**src/rtl/hls_run_ctrl_pkg.sv**
```systemverilog
// rtl/hls_run_ctrl_pkg.sv - shared FSM state type and saturating-increment helper for hls_run_ctrl
package hls_run_ctrl_pkg;

    typedef enum logic [2:0] {
        S_WAIT,
        S_START,
        S_EXE,
        S_DONE,
        S_ERR
    } state_t;

    localparam int SAT_MAX_W = 64;

    // Increment a w-bit value held in 64 bits; stays put once all w bits are set.
    function automatic logic [SAT_MAX_W-1:0] sat_inc(input logic [SAT_MAX_W-1:0] v, input int w);
        logic [SAT_MAX_W-1:0] max_v;
        max_v = (w >= SAT_MAX_W) ? {SAT_MAX_W{1'b1}} : ((64'd1 << w) - 64'd1);
        return (v >= max_v) ? v : v + 64'd1;
    endfunction

endpackage

```
**src/rtl/hls_run_ctrl_if.sv**
```systemverilog
// rtl/hls_run_ctrl_if.sv - start/finish/return handshake between run controller and HLS accelerator
interface hls_run_ctrl_if #(
    parameter int RET_W = 32
);
    logic             acc_start;
    logic             acc_finish;
    logic [RET_W-1:0] acc_return_val;

    modport master (
        output acc_start,
        input  acc_finish,
        input  acc_return_val
    );

    modport slave (
        input  acc_start,
        output acc_finish,
        output acc_return_val
    );
endinterface

```
**src/rtl/hls_sat_counter.sv**
```systemverilog
// rtl/hls_sat_counter.sv - parametrised saturating counter with synchronous clear and enable
module hls_sat_counter
    import hls_run_ctrl_pkg::*;
#(
    parameter int WIDTH = 32
) (
    input  logic             clk,
    input  logic             reset_n,
    input  logic             clear,
    input  logic             enable,
    output logic [WIDTH-1:0] count
);

    always_ff @(posedge clk or negedge reset_n) begin
        if (!reset_n) begin
            count <= '0;
        end else if (clear) begin
            count <= '0;
        end else if (enable) begin
            count <= WIDTH'(sat_inc(SAT_MAX_W'(count), WIDTH));
        end
    end

endmodule

```
**src/rtl/hls_run_ctrl.sv**
```systemverilog
// rtl/hls_run_ctrl.sv - multi-run launch controller for an HLS accelerator with cycle count and hang timeout
// Optional feature: RUN_CHECKSUM_EN adds an XOR checksum of all returned values since launch.
module hls_run_ctrl
    import hls_run_ctrl_pkg::*;
#(
    parameter int RET_W   = 32,
    parameter int CYC_W   = 32,
    parameter int RUNS_W  = 8,
    parameter int TIMEOUT = 0
) (
    input  logic              clk,
    input  logic              reset_n,
    input  logic              go,
    input  logic [RUNS_W-1:0] num_runs,
    hls_run_ctrl_if.master    acc,
    output logic [RET_W-1:0]  return_val_reg,
    output logic [CYC_W-1:0]  cycle_count,
    output logic [RUNS_W-1:0] run_idx,
    output logic              busy,
    output logic              done,
    output logic              timeout_err
`ifdef RUN_CHECKSUM_EN
    ,
    output logic [RET_W-1:0]  checksum
`endif
);

    state_t            state;
    logic              go_q;
    logic [RUNS_W-1:0] runs_q;
    logic [CYC_W-1:0]  run_cyc;

    logic go_rise;
    logic idle;
    logic launch;
    logic in_start;
    logic in_exe;
    logic finish_ok;
    logic last_run;
    logic timed_out;

    assign go_rise   = go & ~go_q;
    assign idle      = (state == S_WAIT) || (state == S_DONE) || (state == S_ERR);
    assign launch    = idle & go_rise;
    assign in_start  = (state == S_START);
    assign in_exe    = (state == S_EXE);
    assign finish_ok = in_exe & acc.acc_finish;
    assign last_run  = (run_idx == runs_q - RUNS_W'(1));
    // A finish arriving on the limit cycle beats the timeout.
    assign timed_out = in_exe & ~acc.acc_finish & (TIMEOUT != 0)
                     & (run_cyc == CYC_W'(TIMEOUT - 1));

    assign acc.acc_start = in_start;
    assign busy          = in_start | in_exe;
    assign done          = (state == S_DONE);
    assign timeout_err   = (state == S_ERR);

    always_ff @(posedge clk or negedge reset_n) begin
        if (!reset_n) begin
            go_q <= 1'b0;
        end else begin
            go_q <= go;
        end
    end

    hls_sat_counter #(
        .WIDTH (CYC_W)
    ) u_cycle_count (
        .clk     (clk),
        .reset_n (reset_n),
        .clear   (launch),
        .enable  (busy),
        .count   (cycle_count)
    );

    hls_sat_counter #(
        .WIDTH (CYC_W)
    ) u_run_cyc (
        .clk     (clk),
        .reset_n (reset_n),
        .clear   (in_start),
        .enable  (in_exe),
        .count   (run_cyc)
    );

    always_ff @(posedge clk or negedge reset_n) begin
        if (!reset_n) begin
            state          <= S_WAIT;
            runs_q         <= '0;
            run_idx        <= '0;
            return_val_reg <= '0;
`ifdef RUN_CHECKSUM_EN
            checksum       <= '0;
`endif
        end else begin
            case (state)
                S_WAIT, S_DONE, S_ERR: begin
                    if (go_rise) begin
                        state          <= S_START;
                        runs_q         <= (num_runs == '0) ? RUNS_W'(1) : num_runs;
                        run_idx        <= '0;
                        return_val_reg <= '0;
`ifdef RUN_CHECKSUM_EN
                        checksum       <= '0;
`endif
                    end
                end
                S_START: begin
                    state <= S_EXE;
                end
                S_EXE: begin
                    if (finish_ok) begin
                        return_val_reg <= acc.acc_return_val;
`ifdef RUN_CHECKSUM_EN
                        checksum       <= checksum ^ acc.acc_return_val;
`endif
                        if (last_run) begin
                            state <= S_DONE;
                        end else begin
                            run_idx <= run_idx + RUNS_W'(1);
                            state   <= S_START;
                        end
                    end else if (timed_out) begin
                        state <= S_ERR;
                    end
                end
                default: begin
                    state <= S_WAIT;
                end
            endcase
        end
    end

endmodule
```
**src/flat_wrapper.sv**
```systemverilog
// flat-port wrapper written by rule: the top's interface ports become plain ports
module hls_run_ctrl_flat import hls_run_ctrl_pkg::*;
#(
    parameter int RET_W   = 32,
    parameter int CYC_W   = 32,
    parameter int RUNS_W  = 8,
    parameter int TIMEOUT = 0
)
  (clk, reset_n, go, num_runs, return_val_reg, cycle_count, run_idx, busy, done, timeout_err, acc_acc_start, acc_acc_finish, acc_acc_return_val);
  hls_run_ctrl_if #(.RET_W(RET_W)) acc_i ();
  input  logic clk;
  input  logic reset_n;
  input  logic go;
  input  logic [RUNS_W-1:0] num_runs;
  output logic [RET_W-1:0] return_val_reg;
  output logic [CYC_W-1:0] cycle_count;
  output logic [RUNS_W-1:0] run_idx;
  output logic busy;
  output logic done;
  output logic timeout_err;
  output wire logic [$bits(acc_i.acc_start)-1:0] acc_acc_start;
  input wire logic [$bits(acc_i.acc_finish)-1:0] acc_acc_finish;
  input wire logic [$bits(acc_i.acc_return_val)-1:0] acc_acc_return_val;
  assign acc_acc_start = acc_i.acc_start;
  assign acc_i.acc_finish = acc_acc_finish;
  assign acc_i.acc_return_val = acc_acc_return_val;
  hls_run_ctrl #(.RET_W(RET_W), .CYC_W(CYC_W), .RUNS_W(RUNS_W), .TIMEOUT(TIMEOUT)) u_core (.clk(clk), .reset_n(reset_n), .go(go), .num_runs(num_runs), .acc(acc_i), .return_val_reg(return_val_reg), .cycle_count(cycle_count), .run_idx(run_idx), .busy(busy), .done(done), .timeout_err(timeout_err));
endmodule
```
**config.mk**
```make
export PLATFORM = sky130hd
export DESIGN_NAME = hls_run_ctrl_flat
export DESIGN_NICKNAME = d
export VERILOG_FILES = /design/src/rtl/hls_run_ctrl_pkg.sv /design/src/rtl/hls_run_ctrl_if.sv /design/src/rtl/hls_sat_counter.sv /design/src/rtl/hls_run_ctrl.sv /design/src/flat_wrapper.sv
export SDC_FILE = /design/constraint.sdc
export NUM_CORES = 1
export LEC_CHECK = 0
export CORE_ASPECT_RATIO = 1.5
export CORE_MARGIN = 3
export CORE_UTILIZATION = 38
export CTS_CLUSTER_SIZE = 24
export DETAILED_ROUTE_END_ITERATION = 7
export PLACE_DENSITY = 0.72
export SLEW_MARGIN = 20
export SYNTH_ARGS = -nofsm -noshare
export SYNTH_HDL_FRONTEND = slang
export SYNTH_HIERARCHICAL = 1
export SYNTH_SLANG_ARGS = --single-unit
```
**constraint.sdc**
```tcl
create_clock -name clk -period 4.3 [get_ports clk]
set_input_delay 0.86 -clock clk [delete_from_list [all_inputs] [get_ports clk]]
set_output_delay 0.86 -clock clk [all_outputs]
set_load 0.02 [all_outputs]
```
==> flow_results.xml, run 1 <==
<?xml version="1.0" encoding="UTF-8"?>
<metrics>
  <group name="floorplan">
    <metric name="rows" unit="">46</metric>
    <metric name="die_w" unit="um">91.5</metric>
    <metric name="dieArea" unit="mm^2">0.0123</metric>
    <metric name="io-pin-count" unit="">120</metric>
    <metric name="initial_utilization" unit="%">39.1</metric>
    <metric name="die_span_y" unit="um">134</metric>
    <metric name="core_area" unit="mm^2">0.0106</metric>
  </group>
  <group name="timing">
    <metric name="finalSetupTns" unit="ps">0</metric>
    <metric name="slew_headroom" unit="%">32.8</metric>
    <metric name="worst_hold_margin" unit="ps">504</metric>
    <metric name="finalCriticalPeriod" unit="ps">3040</metric>
    <metric name="setup_repair_after_global_routing_missed_its_margin" unit="">false</metric>
    <metric name="fin_worst_skew" unit="ps">6.33</metric>
    <metric name="fmax" unit="GHz">0.329</metric>
    <metric name="timing_worst_slew_pin_value" unit="ps">1010</metric>
    <metric name="report.final.setup_viol" unit="">0</metric>
    <metric name="post-route-period-util" unit="%">70.6</metric>
    <metric name="finalHoldViolations" unit="">0</metric>
    <metric name="pins_over_their_slew_limit" unit="">0</metric>
  </group>
  <group name="worst_setup_path">
    <metric name="timing.rr.end" unit="">u_core/run_idx[2]</metric>
    <metric name="timing.critical_path.from_type" unit="">flop</metric>
    <metric name="crit_type" unit="">reg2out</metric>
    <metric name="worstSetupEndpointType" unit="">output pin</metric>
    <metric name="path_max_fanout" unit="">9</metric>
    <metric name="r2r_slack" unit="ps">1470</metric>
    <metric name="timing.critical_path.required" unit="ps">3440</metric>
    <metric name="timing.rr.start" unit="">u_core/runs_q[0]</metric>
    <metric name="r2r_cells" unit="">8</metric>
    <metric name="critPathArrivalTime" unit="ps">2180</metric>
  </group>
  <group name="finish">
    <metric name="final_util" unit="%">53.8</metric>
    <metric name="most-common-layout-cells" unit="">clkdlybuf4s50_1, dfrtp_1, nand2_1, a22o_1</metric>
    <metric name="layout-drive-gt1-share" unit="%">7.72</metric>
    <metric name="antennaDiodeCount" unit="">0</metric>
    <metric name="nets" unit="">564</metric>
    <metric name="most_common_cell_after_layout_fill_and_taps_aside" unit="">clkdlybuf4s50_1</metric>
    <metric name="areaGrowthSynthToFinish" unit="%">37.4</metric>
    <metric name="instances_no_fill" unit="">662</metric>
  </group>
  <group name="grt">
    <metric name="grt_first_pass_wirelength" unit="um">18300</metric>
    <metric name="grt_max_degree" unit="">61</metric>
    <metric name="antenna_found_initial" unit="">0</metric>
    <metric name="grt_remaining_overflow" unit="">0</metric>
    <metric name="vias_in_the_first_global_route" unit="">3654</metric>
    <metric name="gr-usage-all-layers" unit="%">18.1</metric>
  </group>
  <group name="placement">
    <metric name="io_buffers" unit="">118</metric>
    <metric name="hpwlAfterDp" unit="um">7780</metric>
    <metric name="gp_congestion" unit="">0.785</metric>
    <metric name="placed_cells_incl_taps" unit="">646</metric>
  </group>
  <group name="clock_network">
    <metric name="cts.repair_timing.setup_buffer_count" unit="">0</metric>
    <metric name="post_cts.resized_instances" unit="">0</metric>
    <metric name="cts.hold.buffers_added" unit="">0</metric>
    <metric name="cts_tree" unit="">done</metric>
    <metric name="numCtsBuffers" unit="">9</metric>
    <metric name="clk_pin_slew_worst_paths" unit="ps">60</metric>
    <metric name="clk_path_buf_depth" unit="">2</metric>
    <metric name="worstSkewPairLatency" unit="ps">330</metric>
    <metric name="cts.root.buffer_cell" unit="">clkbuf_16</metric>
    <metric name="htree_levels" unit="">3</metric>
    <metric name="clock_sink_count" unit="">83</metric>
  </group>
  <group name="logic_synthesis">
    <metric name="netlist_instances" unit="">404</metric>
    <metric name="post_synth_num_cell_types" unit="">60</metric>
    <metric name="number_of_synthesized_flops_with_an_enable_pin" unit="">0</metric>
    <metric name="synth-seq-cells" unit="">83</metric>
    <metric name="synth-main-ff-cell" unit="">dfrtp_1</metric>
    <metric name="synth-warning-count" unit="">6</metric>
    <metric name="share_of_synthesized_area_occupied_by_flip_flops_and_latches" unit="%">49.8</metric>
    <metric name="mappedNetlistNets" unit="">455</metric>
    <metric name="synthesis.area" unit="mm^2">0.00417</metric>
    <metric name="synth_area_per_cell" unit="um^2">10.3</metric>
    <metric name="ys_async_sr_fraction" unit="%">100</metric>
  </group>
  <group name="route">
    <metric name="drt_pass1_iterations" unit="">4</metric>
    <metric name="final_antenna_net_count" unit="">0</metric>
    <metric name="post-route-drc-count" unit="">0</metric>
    <metric name="finalWirelength" unit="um">11000</metric>
    <metric name="detail_route.iter0.violations" unit="">218</metric>
    <metric name="routed_length_per_placed_instance" unit="um">16.6</metric>
    <metric name="post_drt_via_cell_ratio" unit="">5.47</metric>
    <metric name="routed-via-count" unit="">3620</metric>
  </group>
  <group name="run_status">
    <metric name="outcome" unit="">finished, final reports clean</metric>
  </group>
  <group name="worst_hold_path">
    <metric name="holdPathEnd" unit="">u_core/return_val_reg[30]</metric>
    <metric name="hold_path_class" unit="">reg2reg</metric>
    <metric name="worstHoldStart" unit="">u_core/return_val_reg[30]</metric>
    <metric name="count_of_cells_along_the_worst_hold_path" unit="">1</metric>
  </group>
  <group name="power">
    <metric name="p_per_area" unit="mW/mm^2">598</metric>
    <metric name="p_leak" unit="uW">0.00236</metric>
    <metric name="irDropWorstVdd" unit="uV">318</metric>
  </group>
  <group name="run">
    <metric name="maxCapViolations" unit="">0</metric>
  </group>
</metrics>
## per-layer routing
layer  vias up  GRT usage (%)  part of all wire, %
li1       1723              -                    -
met1      1788           22.3                   42
met2        92           30.5                   52
met3        17           4.04                  4.1
met4         0           7.63                  2.1
met5         -              0                    0
## kinds of logic after synthesis
group | after synthesis | synth area share, %
AOI/OAI and AO/OA | 112 | 19.9
xor gates and xnor gates | 14 | 2.94
adders and majority gates | 7 | 2.10
buffers and inverters | 37 | 4.47
DFF | 83 | 49.8
muxes | 6 | 1.74
other | 1 | 0.0900
and+or+nand+nor | 144 | 18.9
## final cells by class
class	count	area, um^2
clock buffers	9	225
clock inverters	7	76.3
fillers	936	4920
inverters	13	48.8
multi-input cells	284	1910
flip-flops and latches	83	2080
well taps	144	180
repair buffers	122	1210
## cells in the mapped netlist, drive strengths merged, types with 2 or more instances
| master | instances | share of area [%] |
|---|---|---|
| a21oi | 25 | 3.3 |
| a22o | 32 | 6.7 |
| a31o | 2 | 0.42 |
| and3 | 7 | 1.1 |
| and4 | 2 | 0.42 |
| buf | 9 | 2.0 |
| clkbuf | 15 | 1.4 |
| dfrtp | 83 | 50 |
| ha | 7 | 2.1 |
| inv | 12 | 1.1 |
| mux2 | 4 | 1.3 |
| mux2i | 2 | 0.48 |
| nand2 | 38 | 3.4 |
| nand3 | 16 | 1.9 |
| nand3b | 3 | 0.54 |
| nand4 | 10 | 1.7 |
| nor2 | 21 | 1.9 |
| nor3 | 6 | 0.72 |
| nor3b | 2 | 0.36 |
| nor4 | 3 | 0.60 |
| o211ai | 6 | 1.3 |
| o21ai | 21 | 2.8 |
| o22a | 2 | 0.42 |
| o31a | 2 | 0.42 |
| o31ai | 14 | 2.5 |
| or2 | 3 | 0.45 |
| or3 | 11 | 1.7 |
| or4 | 15 | 2.8 |
| or4b | 2 | 0.48 |
| xnor2 | 6 | 1.3 |
| xor2 | 8 | 1.7 |
## stage by stage
step                      setup WS [ps]  instance area [um^2]  total power, uW
after floorplan                    1650                  4170             2090
after global placement             1230                  5430             2610
after detailed placement           1160                  5430             2650
after CTS                          1250                  5730             3450
after global routing               1110                  5730             3630
final                              1260                  5730             3420
## where the power goes
group	total, uW	leakage [uW]	internal [uW]	switching [uW]
clock network	776	0.000148	455	322
logic	1470	0.00109	626	845
registers	1180	0.00112	987	189
total	3420	0.00236	2070	1360
## worst max-delay path by stage
stage | start | to | depth (start not counted)
finish | u_core/state[0] | busy | 4
global route | u_core/state[0] | busy | 4
CTS | u_core/state[0] | busy | 4
detailed placement | go | u_core/run_idx[0] | 7
global placement | go | u_core/run_idx[0] | 7
floorplan | u_core/state[0] | u_core/u_cycle_count/count[21] | 10
## worst max-delay path, stage by stage, from the launching register on
cell             delay, ps
dfrtp_1                400
inv_1                   80
ha_1                   360
inv_1                  310
clkdlybuf4s50_1        700
No activity file was read; power rests on OpenSTA's default activity.
==> run 2: changes to the inputs <==
PLACE_DENSITY = 0.75   (was 0.72)
clock period = 2.6 ns   (was 4.3 ns; I/O delays follow)
==> flow_results.xml, run 2 (synthesis gave the netlist of run 1 again) <==
<?xml version="1.0" encoding="UTF-8"?>
<metrics>
  <group name="route">
    <metric name="finalWirelength" unit="um">11700</metric>
    <metric name="post_drt_via_cell_ratio" unit="">5.47</metric>
    <metric name="routed-via-count" unit="">3761</metric>
    <metric name="drt_pass1_iterations" unit="">4</metric>
    <metric name="post-route-drc-count" unit="">0</metric>
    <metric name="detail_route.iter0.violations" unit="">252</metric>
    <metric name="routed_length_per_placed_instance" unit="um">17.0</metric>
    <metric name="final_antenna_net_count" unit="">0</metric>
  </group>
  <group name="run">
    <metric name="maxCapViolations" unit="">0</metric>
  </group>
  <group name="clock_network">
    <metric name="cts.root.buffer_cell" unit="">clkbuf_16</metric>
    <metric name="clk_pin_slew_worst_paths" unit="ps">60</metric>
    <metric name="clock_sink_count" unit="">83</metric>
    <metric name="htree_levels" unit="">3</metric>
    <metric name="worstSkewPairLatency" unit="ps">340</metric>
    <metric name="clk_path_buf_depth" unit="">2</metric>
    <metric name="numCtsBuffers" unit="">9</metric>
    <metric name="cts_tree" unit="">done</metric>
  </group>
  <group name="worst_setup_path">
    <metric name="timing.critical_path.required" unit="ps">2080</metric>
    <metric name="crit_type" unit="">reg2out</metric>
    <metric name="critPathArrivalTime" unit="ps">1960</metric>
    <metric name="r2r_slack" unit="ps">150</metric>
    <metric name="r2r_cells" unit="">7</metric>
    <metric name="worstSetupEndpointType" unit="">output pin</metric>
    <metric name="path_max_fanout" unit="">4</metric>
    <metric name="timing.rr.end" unit="">u_core/u_cycle_count/count[11]</metric>
    <metric name="timing.critical_path.from_type" unit="">flop</metric>
    <metric name="crit_start" unit="">u_core/state[0]</metric>
    <metric name="timing.rr.start" unit="">u_core/u_cycle_count/count[0]</metric>
  </group>
  <group name="finish">
    <metric name="layout-drive-gt1-share" unit="%">12.7</metric>
    <metric name="most_common_cell_after_layout_fill_and_taps_aside" unit="">clkdlybuf4s50_1</metric>
    <metric name="final_util" unit="%">56.0</metric>
    <metric name="nets" unit="">589</metric>
    <metric name="most-common-layout-cells" unit="">clkdlybuf4s50_1, dfrtp_1, nand2_1, a22o_1, buf_4</metric>
    <metric name="antennaDiodeCount" unit="">0</metric>
    <metric name="areaGrowthSynthToFinish" unit="%">43.1</metric>
  </group>
  <group name="grt">
    <metric name="vias_in_the_first_global_route" unit="">3933</metric>
    <metric name="antenna_found_initial" unit="">0</metric>
    <metric name="grt_first_pass_wirelength" unit="um">19300</metric>
    <metric name="gr-usage-all-layers" unit="%">19.4</metric>
    <metric name="grt_max_degree" unit="">44</metric>
    <metric name="grt_remaining_overflow" unit="">0</metric>
  </group>
  <group name="timing">
    <metric name="timing_worst_slew_pin_value" unit="ps">599</metric>
    <metric name="fmax" unit="GHz">0.404</metric>
    <metric name="report.final.setup_viol" unit="">0</metric>
    <metric name="post-route-period-util" unit="%">95.2</metric>
    <metric name="finalSetupTns" unit="ps">0</metric>
    <metric name="setup_repair_after_global_routing_missed_its_margin" unit="">false</metric>
    <metric name="finalHoldViolations" unit="">0</metric>
    <metric name="pins_over_their_slew_limit" unit="">0</metric>
    <metric name="finalCriticalPeriod" unit="ps">2480</metric>
    <metric name="finalWorstSetupSlack" unit="ps">125</metric>
    <metric name="fin_worst_skew" unit="ps">11.6</metric>
    <metric name="slew_headroom" unit="%">59.8</metric>
  </group>
  <group name="worst_hold_path">
    <metric name="hold_path_class" unit="">in2async</metric>
  </group>
  <group name="floorplan">
    <metric name="io-pin-count" unit="">120</metric>
    <metric name="rows" unit="">46</metric>
    <metric name="die_span_y" unit="um">134</metric>
    <metric name="dieArea" unit="mm^2">0.0123</metric>
    <metric name="die_w" unit="um">91.5</metric>
    <metric name="core_area" unit="mm^2">0.0106</metric>
    <metric name="initial_utilization" unit="%">39.1</metric>
  </group>
  <group name="power">
    <metric name="p_leak" unit="uW">0.00249</metric>
    <metric name="p_per_area" unit="mW/mm^2">1010</metric>
    <metric name="irDropWorstVdd" unit="uV">600</metric>
  </group>
  <group name="placement">
    <metric name="dpl_worst_slack" unit="ps">24.0</metric>
    <metric name="io_buffers" unit="">118</metric>
    <metric name="gp_congestion" unit="">0.876</metric>
    <metric name="hpwlAfterDp" unit="um">8620</metric>
  </group>
  <group name="run_status">
    <metric name="outcome" unit="">finished, final reports clean</metric>
  </group>
</metrics>
-- run 2: report_power, final --
part           switching [uW]  leakage, uW  internal (uW)
sequential                304      0.00112           1630
clock                     540     0.000149            778
combinational            1480      0.00122           1290
total                    2330      0.00249           3700
-- run 2: worst max-delay path by stage --
stage                                     endpoint  slack [ps]  cells after the start
floorplan           u_core/u_cycle_count/count[22]          30                     10
global placement                 u_core/run_idx[2]          90                      8
detailed placement               u_core/run_idx[2]          20                      8
CTS                              u_core/run_idx[2]           4                      8
global route         u_core/u_cycle_count/count[9]           4                      7
finish                                        busy         120                      4
-- run 2: cell type report --
class	instances	area [um^2]
Tap cell	144	180
Timing Repair Buffer	147	1410
Clock buffer	10	239
Inverter	13	48.8
Clock inverter	6	72.6
Sequential cell	83	2080
Multi-Input combinational cell	284	1930
Fill cell	933	4680
-- run 2: routing by layer --
layer / wire, um / vias up / part of all wire (%) / global-route usage, %
met5: 0 / - / 0 / 0
met4: 300 / 0 / 2.6 / 8.05
met3: 512 / 20 / 4.4 / 4.43
met2: 6420 / 103 / 55 / 34.4
met1: 4480 / 1872 / 38 / 22.4
li1: - / 1766 / - / -
-- run 2: critical path, cell delays in order, from the launching register on --
cell	delay, ps
dfrtp_1	390
inv_1	70
ha_1	360
inv_1	140
clkdlybuf4s50_1	650
-- run 2: through the flow --
step	std cells	cell area [um^2]	hold WS, ps	total power, uW
after global placement	664	5560	488	4490
after CTS	680	5870	184	5920
after detailed placement	664	5560	493	4560
after floorplan	404	4170	224	3460
after global routing	687	5960	207	6400
final	687	5960	170	6030
-- run 2: repair_timing --
item,CTS,global route
setup endpoints to repair,0,10
setup buffers,0,7
hold endpoints to repair,0,0
hold buffers,0,0
gates resized for setup,0,5
==> run 3: changes to the inputs <==
CAP_MARGIN = 10   (was not set)
==> results of run 3 <==
No change in the layout: final DEF, timing and power equal those of run 2.
